--- src/rtl/mcu_pkg.sv ---
// Types and widths shared by the MCU datapath, the DMA loader and the RAM arbiter.
package mcu_pkg;

  localparam int unsigned MCU_ADDR_WIDTH = 12;
  localparam int unsigned MCU_DATA_WIDTH = 8;

  typedef enum logic {
    S_CPU_PRI = 1'b0,
    S_DMA_PRI = 1'b1
  } arb_state_t;

  typedef enum logic [1:0] {
    OWN_NONE = 2'd0,
    OWN_CPU  = 2'd1,
    OWN_DMA  = 2'd2
  } owner_t;

endpackage

--- src/rtl/arb_wait_counter.sv ---
// Saturating starvation counter: counts consecutive denied DMA cycles up to MAX_WAIT.
module arb_wait_counter #(
  parameter int unsigned MAX_WAIT = 4,
  parameter int unsigned WIDTH    = 4
) (
  input  logic             clk,
  input  logic             reset,
  input  logic             i_inc,
  input  logic             i_clear,
  output logic [WIDTH-1:0] o_count
);

  localparam logic [WIDTH-1:0] MAX_VAL = WIDTH'(MAX_WAIT);

  logic [WIDTH-1:0] r_count;

  // Clear wins over increment; the count holds once it reaches MAX_VAL.
  always_ff @(posedge clk) begin
    if (reset) begin
      r_count <= '0;
    end else if (i_clear) begin
      r_count <= '0;
    end else if (i_inc && (r_count != MAX_VAL)) begin
      r_count <= r_count + WIDTH'(1);
    end
  end

  assign o_count = r_count;

endmodule

--- src/rtl/ram_bus_arbiter.sv ---
// Shares the single synchronous RAM port between the CPU datapath and the DMA/debug
// loader; CPU has default priority, a starvation counter hands DMA one guaranteed slot.
module ram_bus_arbiter
  import mcu_pkg::*;
#(
  parameter int unsigned ADDR_WIDTH     = MCU_ADDR_WIDTH,
  parameter int unsigned DATA_WIDTH     = MCU_DATA_WIDTH,
  parameter int unsigned MAX_WAIT       = 4,
  parameter int unsigned WAIT_CNT_WIDTH = 4
) (
  input  logic                  clk,
  input  logic                  reset,
  input  logic                  cpu_req,
  input  logic                  cpu_we,
  input  logic [ADDR_WIDTH-1:0] cpu_addr,
  input  logic [DATA_WIDTH-1:0] cpu_wdata,
  output logic                  cpu_gnt,
  output logic                  cpu_rvalid,
  output logic [DATA_WIDTH-1:0] cpu_rdata,
  input  logic                  dma_req,
  input  logic                  dma_we,
  input  logic [ADDR_WIDTH-1:0] dma_addr,
  input  logic [DATA_WIDTH-1:0] dma_wdata,
  output logic                  dma_gnt,
  output logic                  dma_rvalid,
  output logic [DATA_WIDTH-1:0] dma_rdata,
  output logic                  ram_write_enable,
  output logic [ADDR_WIDTH-1:0] ram_address,
  output logic [DATA_WIDTH-1:0] ram_data_in,
  input  logic [DATA_WIDTH-1:0] ram_data_out
);

  localparam logic [WAIT_CNT_WIDTH-1:0] LAST_WAIT = WAIT_CNT_WIDTH'(MAX_WAIT - 1);

  arb_state_t                r_state;
  arb_state_t                w_state_nxt;
  owner_t                    w_winner;
  owner_t                    w_rd_owner;
  owner_t                    r_rd_owner;
  logic                      w_cpu_gnt;
  logic                      w_dma_gnt;
  logic                      w_wait_inc;
  logic                      w_wait_clr;
  logic                      w_starved;
  logic [WAIT_CNT_WIDTH-1:0] w_wait_cnt;

  arb_wait_counter #(
    .MAX_WAIT (MAX_WAIT),
    .WIDTH    (WAIT_CNT_WIDTH)
  ) u_wait_cnt (
    .clk     (clk),
    .reset   (reset),
    .i_inc   (w_wait_inc),
    .i_clear (w_wait_clr),
    .o_count (w_wait_cnt)
  );

  // Winner selection and next state; no grant can be issued while reset is high.
  always_comb begin
    w_state_nxt = r_state;
    w_winner    = OWN_NONE;

    if (!reset) begin
      case (r_state)
        S_CPU_PRI: begin
          if (cpu_req)      w_winner = OWN_CPU;
          else if (dma_req) w_winner = OWN_DMA;
        end
        S_DMA_PRI: begin
          if (dma_req)      w_winner = OWN_DMA;
          else if (cpu_req) w_winner = OWN_CPU;
        end
        default: w_winner = OWN_NONE;
      endcase
    end

    w_cpu_gnt  = (w_winner == OWN_CPU);
    w_dma_gnt  = (w_winner == OWN_DMA);
    w_wait_inc = dma_req && !w_dma_gnt;
    w_wait_clr = w_dma_gnt || !dma_req;
    // The denied cycle that brings the count to MAX_WAIT flips priority at its closing edge.
    w_starved  = w_wait_inc && (w_wait_cnt >= LAST_WAIT);

    case (r_state)
      S_CPU_PRI: if (w_starved)  w_state_nxt = S_DMA_PRI;
      S_DMA_PRI: if (w_wait_clr) w_state_nxt = S_CPU_PRI;
      default:                   w_state_nxt = S_CPU_PRI;
    endcase
  end

  // RAM port mux; idle bus drives zeros.
  always_comb begin
    ram_write_enable = 1'b0;
    ram_address      = '0;
    ram_data_in      = '0;
    case (w_winner)
      OWN_CPU: begin
        ram_write_enable = cpu_we;
        ram_address      = cpu_addr;
        ram_data_in      = cpu_wdata;
      end
      OWN_DMA: begin
        ram_write_enable = dma_we;
        ram_address      = dma_addr;
        ram_data_in      = dma_wdata;
      end
      default: begin
        ram_write_enable = 1'b0;
      end
    endcase
    w_rd_owner = (!ram_write_enable) ? w_winner : OWN_NONE;
  end

  always_ff @(posedge clk) begin
    if (reset) begin
      r_state    <= S_CPU_PRI;
      r_rd_owner <= OWN_NONE;
    end else begin
      r_state    <= w_state_nxt;
      r_rd_owner <= w_rd_owner;
    end
  end

  assign cpu_gnt = w_cpu_gnt;
  assign dma_gnt = w_dma_gnt;

  // Read return steered to the recorded owner; a read still in flight when reset rises is dropped.
  assign cpu_rvalid = (r_rd_owner == OWN_CPU) && !reset;
  assign dma_rvalid = (r_rd_owner == OWN_DMA) && !reset;
  assign cpu_rdata  = cpu_rvalid ? ram_data_out : '0;
  assign dma_rdata  = dma_rvalid ? ram_data_out : '0;

endmodule

--- config.mk ---
export PLATFORM = sky130hd
export DESIGN_NAME = ram_bus_arbiter
export DESIGN_NICKNAME = d
export VERILOG_FILES = /design/src/rtl/mcu_pkg.sv /design/src/rtl/arb_wait_counter.sv /design/src/rtl/ram_bus_arbiter.sv
export SDC_FILE = /design/constraint.sdc
export NUM_CORES = 1
export LEC_CHECK = 0
export CAP_MARGIN = 5
export CELL_PAD_IN_SITES_DETAIL_PLACEMENT = 1
export CELL_PAD_IN_SITES_GLOBAL_PLACEMENT = 2
export CORE_MARGIN = 4
export CORE_UTILIZATION = 12
export CTS_CLUSTER_SIZE = 30
export DETAILED_ROUTE_END_ITERATION = 10
export GPL_ROUTABILITY_DRIVEN = 0
export HOLD_SLACK_MARGIN = 0.06
export PLACE_DENSITY = 0.76
export SYNTH_ARGS = -nofsm -noshare
export SYNTH_HDL_FRONTEND = slang
export SYNTH_HIERARCHICAL = 1
export SYNTH_SLANG_ARGS = --single-unit
--- constraint.sdc ---
create_clock -name clk -period 2.8 [get_ports clk]
set_input_delay 0.56 -clock clk [delete_from_list [all_inputs] [get_ports clk]]
set_output_delay 0.56 -clock clk [all_outputs]
set_load 0.01 [all_outputs]
==> results_dict.tcl, run 1 <==
set metrics [dict create \
    setup_slack_ns 0.0614 \
    dr_wl_met2_um 2080 \
    path_class "primary input to primary output" \
    fin_tns_setup_ns 0 \
    hp-class "flop to flop" \
    drt-vias-per-instance 3.94 \
    fmax_mhz 365 \
    synth_cell_types 29 \
    timing.hold.ws_ns 0.520 \
    async_flop_share_pct 0 \
    cts.htree.levels 1 \
    dp_hpwl_um 3470 \
    synth.cells.most_frequent "nor2_1, a22oi_1, and2_1, inv_1, dfxtp_1" \
    clock_path_buffers 2 \
    ys_ff_latch 7 \
    grt_pass1_vias 1327 \
    cts_made_buffers 3 \
    port_buffers 94 \
    drtIter0Drc 34 \
    initial_core_util_pct 12.6 \
    worst_ep_arrival_time_ns 2.18 \
    synth.cell_area_um2 872 \
    syn2layout_area_growth_pct 164 \
    end_kind "primary output" \
    synth-seq-area-share_pct 16.1 \
    finalMaxSlewViolations 0 \
    highest_layer "met4" \
    cp-start-kind "primary input" \
    status "complete, no violations" \
    wl_per_cell_um 13.1 \
    antenna_found_initial 1 \
    grt_overflow 0 \
    yosysTopAreaCell "a22oi_1" \
    grt_max_degree 17 \
    vdd_drop_max_uv 101 \
    fin_crit_sh_pct 97.8 \
    ioPinCount 95 \
    std_cell_rows 30 \
    clockRootBuffer "clkbuf_8" \
    place_ws_ns -0.529 \
    syn_nets 173 \
    synth.avg_cell_area_um2 7.65 \
    finalCriticalPeriod_ns 2.74 \
    totalWireLength_um 4230 \
    cts_hold_buf 0 \
    synth-edff-count 0 \
    ant_nets 0 \
    clk_pin_slew_ns 0.04 \
    synth_top_area_share_pct 17.2 \
    worstPathMaxFanout 10 \
    nets 286 \
    track_usage_pct 9.86 \
    synthCells 114 \
    ys_top_cells_by_area "a22oi_1, dfxtp_1, and2_1" \
    slew_headroom_pct 74.8 \
    die-area_mm2 0.00870 \
    cts_tree "done" \
    clock_latency_ns 0.23 \
    cap_violations 0 \
    numClockSinks 7 \
    rsz0062_at_grt "yes" \
    setup_violations 0 \
    yosysWarningCount 6 \
    skew_ns 0.000571 \
    firstDrtPassIters 4 \
    hold_viol_final 0 \
    synth_ff_type "dfxtp_1" \
    die_height_um 93.3 \
    grt_pass1_wl_um 6930 \
    worstMarginPinSlew_ns 0.368 \
    p_leak_nw 1.20 \
    die_w_um 93.3 \
    power_density_mw_per_mm2 211 \
    cp.required_ns 2.24 \
    via_count 1274 \
    drc_errors 0 \
    wl_met1_um 1680 \
    wl_met3_um 396 \
    drive_above_1_share_pct 26.1 \
    core_area_mm2 0.00694 \
    yosysMostFrequentCell "nor2_1" \
]
per-stage QoR:
stage / power [W] / utilization, % / instance area (um2) / instances
after floorplan: 0.000178 / - / 872 / 114
after global placement: 0.000319 / 29.4 / 2040 / 315
after detailed placement: 0.000321 / 29.4 / 2040 / 315
after CTS: 0.000491 / 32.2 / 2230 / 322
after global routing: 0.000521 / 33.2 / 2300 / 323
final: 0.000486 / 33.2 / 2300 / 323
layout by cell type (no fill, tap or decap), types with 2 or more instances in the layout:
cell type        instances
a2111oi_4                2
a21boi_0                 2
a22oi_1                  6
a22oi_2                 14
and2_1                  17
buf_2                    2
buf_4                   13
buf_6                    5
clkbuf_2                 4
clkbuf_8                 3
clkdlybuf4s15_1          4
clkdlybuf4s50_1         53
dfxtp_1                  7
dlygate4sd2_1           15
dlymetal6s2s_1          16
ha_1                     2
ha_4                     3
inv_1                    7
nand3_1                  2
nor2_1                  21
nor3_4                   2
nor3b_4                  2
o21ai_0                  2
or3_4                    2
flip-flops by register name, indices dropped and copies added, names as in the netlist:
| name | count |
|---|---|
| r_rd_owner | 2 |
| u_wait_cnt/o_count | 4 |
| r_state | 1 |
area by class of cell:
cell class              instances  area, um2
repair buffers                115       1150
multi-input cells              92        811
fillers                       816       4640
inverters                       8       30.0
well taps                      96        120
flip-flops and latches          7        140
clock buffers                   4       45.0
diodes                          1       2.50
worst paths after layout:
path / slack (ns) / cells past startpoint / from / end
worst min register to register: 0.52 / 2 / u_wait_cnt/o_count[3] / u_wait_cnt/o_count[3]
worst max-delay path: 0.06 / 8 / dma_req / ram_data_in[0]
worst max register to register: 0.89 / 8 / r_state / u_wait_cnt/o_count[3]
worst min-delay path: 0.52 / 2 / u_wait_cnt/o_count[3] / u_wait_cnt/o_count[3]
power by group:
group | switching (W) | internal, W
sequential | 0.00000278 | 0.000103
clock | 0.0000474 | 0.0000988
combinational | 0.0000875 | 0.000147
total | 0.000138 | 0.000348
metal layers:
metal / track usage [%] / vias up
met5: 0 / -
met4: 3.54 / 0
met3: 3.06 / 7
met2: 17.5 / 58
met1: 11.0 / 578
li1: - / 631
worst max-delay path, stage by stage:
cell and delay, ns:
dlygate4sd2_1 0.24, and2_4 0.15, or3_4 0.36, ha_4 0.19, buf_6 0.14, a22oi_1 0.18
nor2_1 0.06, dlygate4sd2_1 0.28
timing repair:
item / CTS / global route
gates cloned: 1 / 0
buffers inserted: 2 / 0
setup endpoints to repair: 41 / 35
pin swaps: 4 / 5
resized for setup: 61 / 34
cell families (layout without fill, tap and decap cells):
group	count (synthesis)	after routing	share of synthesized area, %
AO/OA/AOI/OAI	31	31	32.1
adder cells (fa/ha/maj)	5	5	7.17
other	0	1	0
buffers and inverters	15	127	8.18
flip-flops	7	7	16.1
AND/OR/NAND/NOR	56	56	36.4
No activity file was read; power rests on OpenSTA's default activity.
==> inputs of run 2 (changes only) <==
--- a/config.mk
+++ b/config.mk
@@ -9,12 +9,12 @@
 export CELL_PAD_IN_SITES_DETAIL_PLACEMENT = 1
 export CELL_PAD_IN_SITES_GLOBAL_PLACEMENT = 2
 export CORE_MARGIN = 4
-export CORE_UTILIZATION = 12
+export CORE_UTILIZATION = 11
 export CTS_CLUSTER_SIZE = 30
 export DETAILED_ROUTE_END_ITERATION = 10
 export GPL_ROUTABILITY_DRIVEN = 0
 export HOLD_SLACK_MARGIN = 0.06
-export PLACE_DENSITY = 0.76
+export PLACE_DENSITY = 0.73
 export SYNTH_ARGS = -nofsm -noshare
 export SYNTH_HDL_FRONTEND = slang
 export SYNTH_HIERARCHICAL = 1
==> constraint.sdc (replaced) <==
create_clock -name clk -period 2.5 [get_ports clk]
set_input_delay 0.5 -clock clk [delete_from_list [all_inputs] [get_ports clk]]
set_output_delay 0.5 -clock clk [all_outputs]
set_load 0.01 [all_outputs]
==> results_dict.tcl, run 2 (synthesis results as in run 1) <==
set metrics [dict create \
    cts_tree "done" \
    skew_ns 0.00162 \
    final_common_cell "clkdlybuf4s50_1" \
    fin_tns_setup_ns 0 \
    multi_input_area_um2 806 \
    top_usage_layer "met2" \
    clock_latency_ns 0.24 \
    clock_path_buffers 2 \
    die-area_mm2 0.00942 \
    port_buffers 94 \
    hp-class "flop to flop" \
    nFillCells 916 \
    post-route-util_pct 30.5 \
    grt_util_met1_pct 11.5 \
    cts_hold_buf 0 \
    largest_reg_flops 4 \
    core_area_mm2 0.00773 \
    cp.required_ns 2.00 \
    dp_hpwl_um 3540 \
    grt_overflow 0 \
    cp-start-kind "primary input" \
    drc_errors 0 \
    antenna_found_initial 0 \
    ioPinCount 95 \
    wl_per_cell_um 14.5 \
    final_cell_mix "clkdlybuf4s50_1, buf_2, nor2_1" \
    grt_pass1_wl_um 7420 \
    finalCriticalPeriod_ns 2.44 \
    fin_crit_sh_pct 97.7 \
    fmax_mhz 409 \
    initial_core_util_pct 11.3 \
    drtIter0Drc 13 \
    worstMarginPinSlew_ns 0.363 \
    drive_above_1_share_pct 37.0 \
    antenna_cells 0 \
    p_leak_nw 1.01 \
    grt_max_degree 20 \
    die_w_um 97.0 \
    seqCellArea_um2 141 \
    hold_viol_final 0 \
    cts.htree.levels 1 \
    finalMaxSlewViolations 0 \
    status "complete, no violations" \
    clk_pin_slew_ns 0.04 \
    drt-vias-per-instance 3.95 \
    std_cell_rows 32 \
    worst_ep_arrival_time_ns 1.94 \
    worstPathMaxFanout 3 \
    end_kind "primary output" \
    setup_violations 0 \
    vdd_drop_max_uv 92.9 \
    slew_headroom_pct 75.2 \
    firstDrtPassIters 4 \
    die_height_um 97.0 \
    cap_violations 0 \
    totalWireLength_um 4900 \
    grt_use_met2_pct 17.7 \
    path_class "primary input to primary output" \
    cts_made_buffers 3 \
    via_count 1330 \
    grtUsageMet3_pct 1.30 \
    nets 295 \
    numClockSinks 7 \
    syn2layout_area_growth_pct 170 \
    power_density_mw_per_mm2 249 \
    clockRootBuffer "clkbuf_8" \
    grt_pass1_vias 1417 \
    ant_nets 0 \
    track_usage_pct 9.68 \
]
[run 2: path summary, 6_finish.rpt]
| check | cells after the start | start | slack (ns) | endpoint |
|---|---|---|---|---|
| worst max register to register | 7 | r_state | 0.50 | r_rd_owner[1] |
| worst max-delay path | 8 | dma_req | 0.06 | ram_write_enable |
| worst min-delay path | 2 | u_wait_cnt/o_count[3] | 0.53 | u_wait_cnt/o_count[3] |
| worst min register to register | 2 | u_wait_cnt/o_count[3] | 0.53 | u_wait_cnt/o_count[3] |
[run 2: metrics by stage]
step                cells  cell area (um2)  setup WS [ns]  total power, W  hold WS, ns
detailed placement    323             2090         -0.663        0.000368        0.524
global route          337             2350       -0.00147        0.000616        0.571
CTS                   334             2250        0.00305        0.000566        0.532
floorplan             114              872          0.129        0.000199        0.470
global placement      323             2090         -0.652        0.000364        0.513
finish                337             2350         0.0563        0.000586        0.532
[run 2: routing by layer]
| layer | share of wire, % | vias to the layer above |
|---|---|---|
| met5 | 0 | - |
| met4 | 1.4 | 0 |
| met3 | 3.9 | 5 |
| met2 | 50 | 41 |
| met1 | 45 | 632 |
| li1 | - | 652 |
[run 2: power by group]
part	internal [W]	leakage, nW	switching, W	total [W]
Combinational	0.000186	0.932	0.000112	0.000298
Sequential	0.000115	0.0575	0.00000298	0.000118
Clock	0.000111	0.0228	0.0000592	0.000170
Total	0.000412	1.01	0.000174	0.000586
[run 2: repair_timing]
action                     4_1_cts  5_1_grt
cloned                           2        3
resized for setup              123       18
setup buffers                    6        0
setup endpoints to repair       41       36
pin swaps                        7        4
[run 2: critical path: stages]
cell	delay (ns)
buf_6	0.09
and2_4	0.15
or3_4	0.39
ha_4	0.21
buf_6	0.12
a22o_4	0.24
and2_4	0.13
buf_6	0.11
[run 2: layout make-up]
| type | count | share of cell area, % |
|---|---|---|
| repair buffers | 124 | 51.2 |
| multi-input cells | 92 | 34.2 |
| flip-flops and latches | 7 | 6.00 |
| well taps | 102 | 5.42 |
| clock buffers | 4 | 1.91 |
| inverters | 8 | 1.28 |
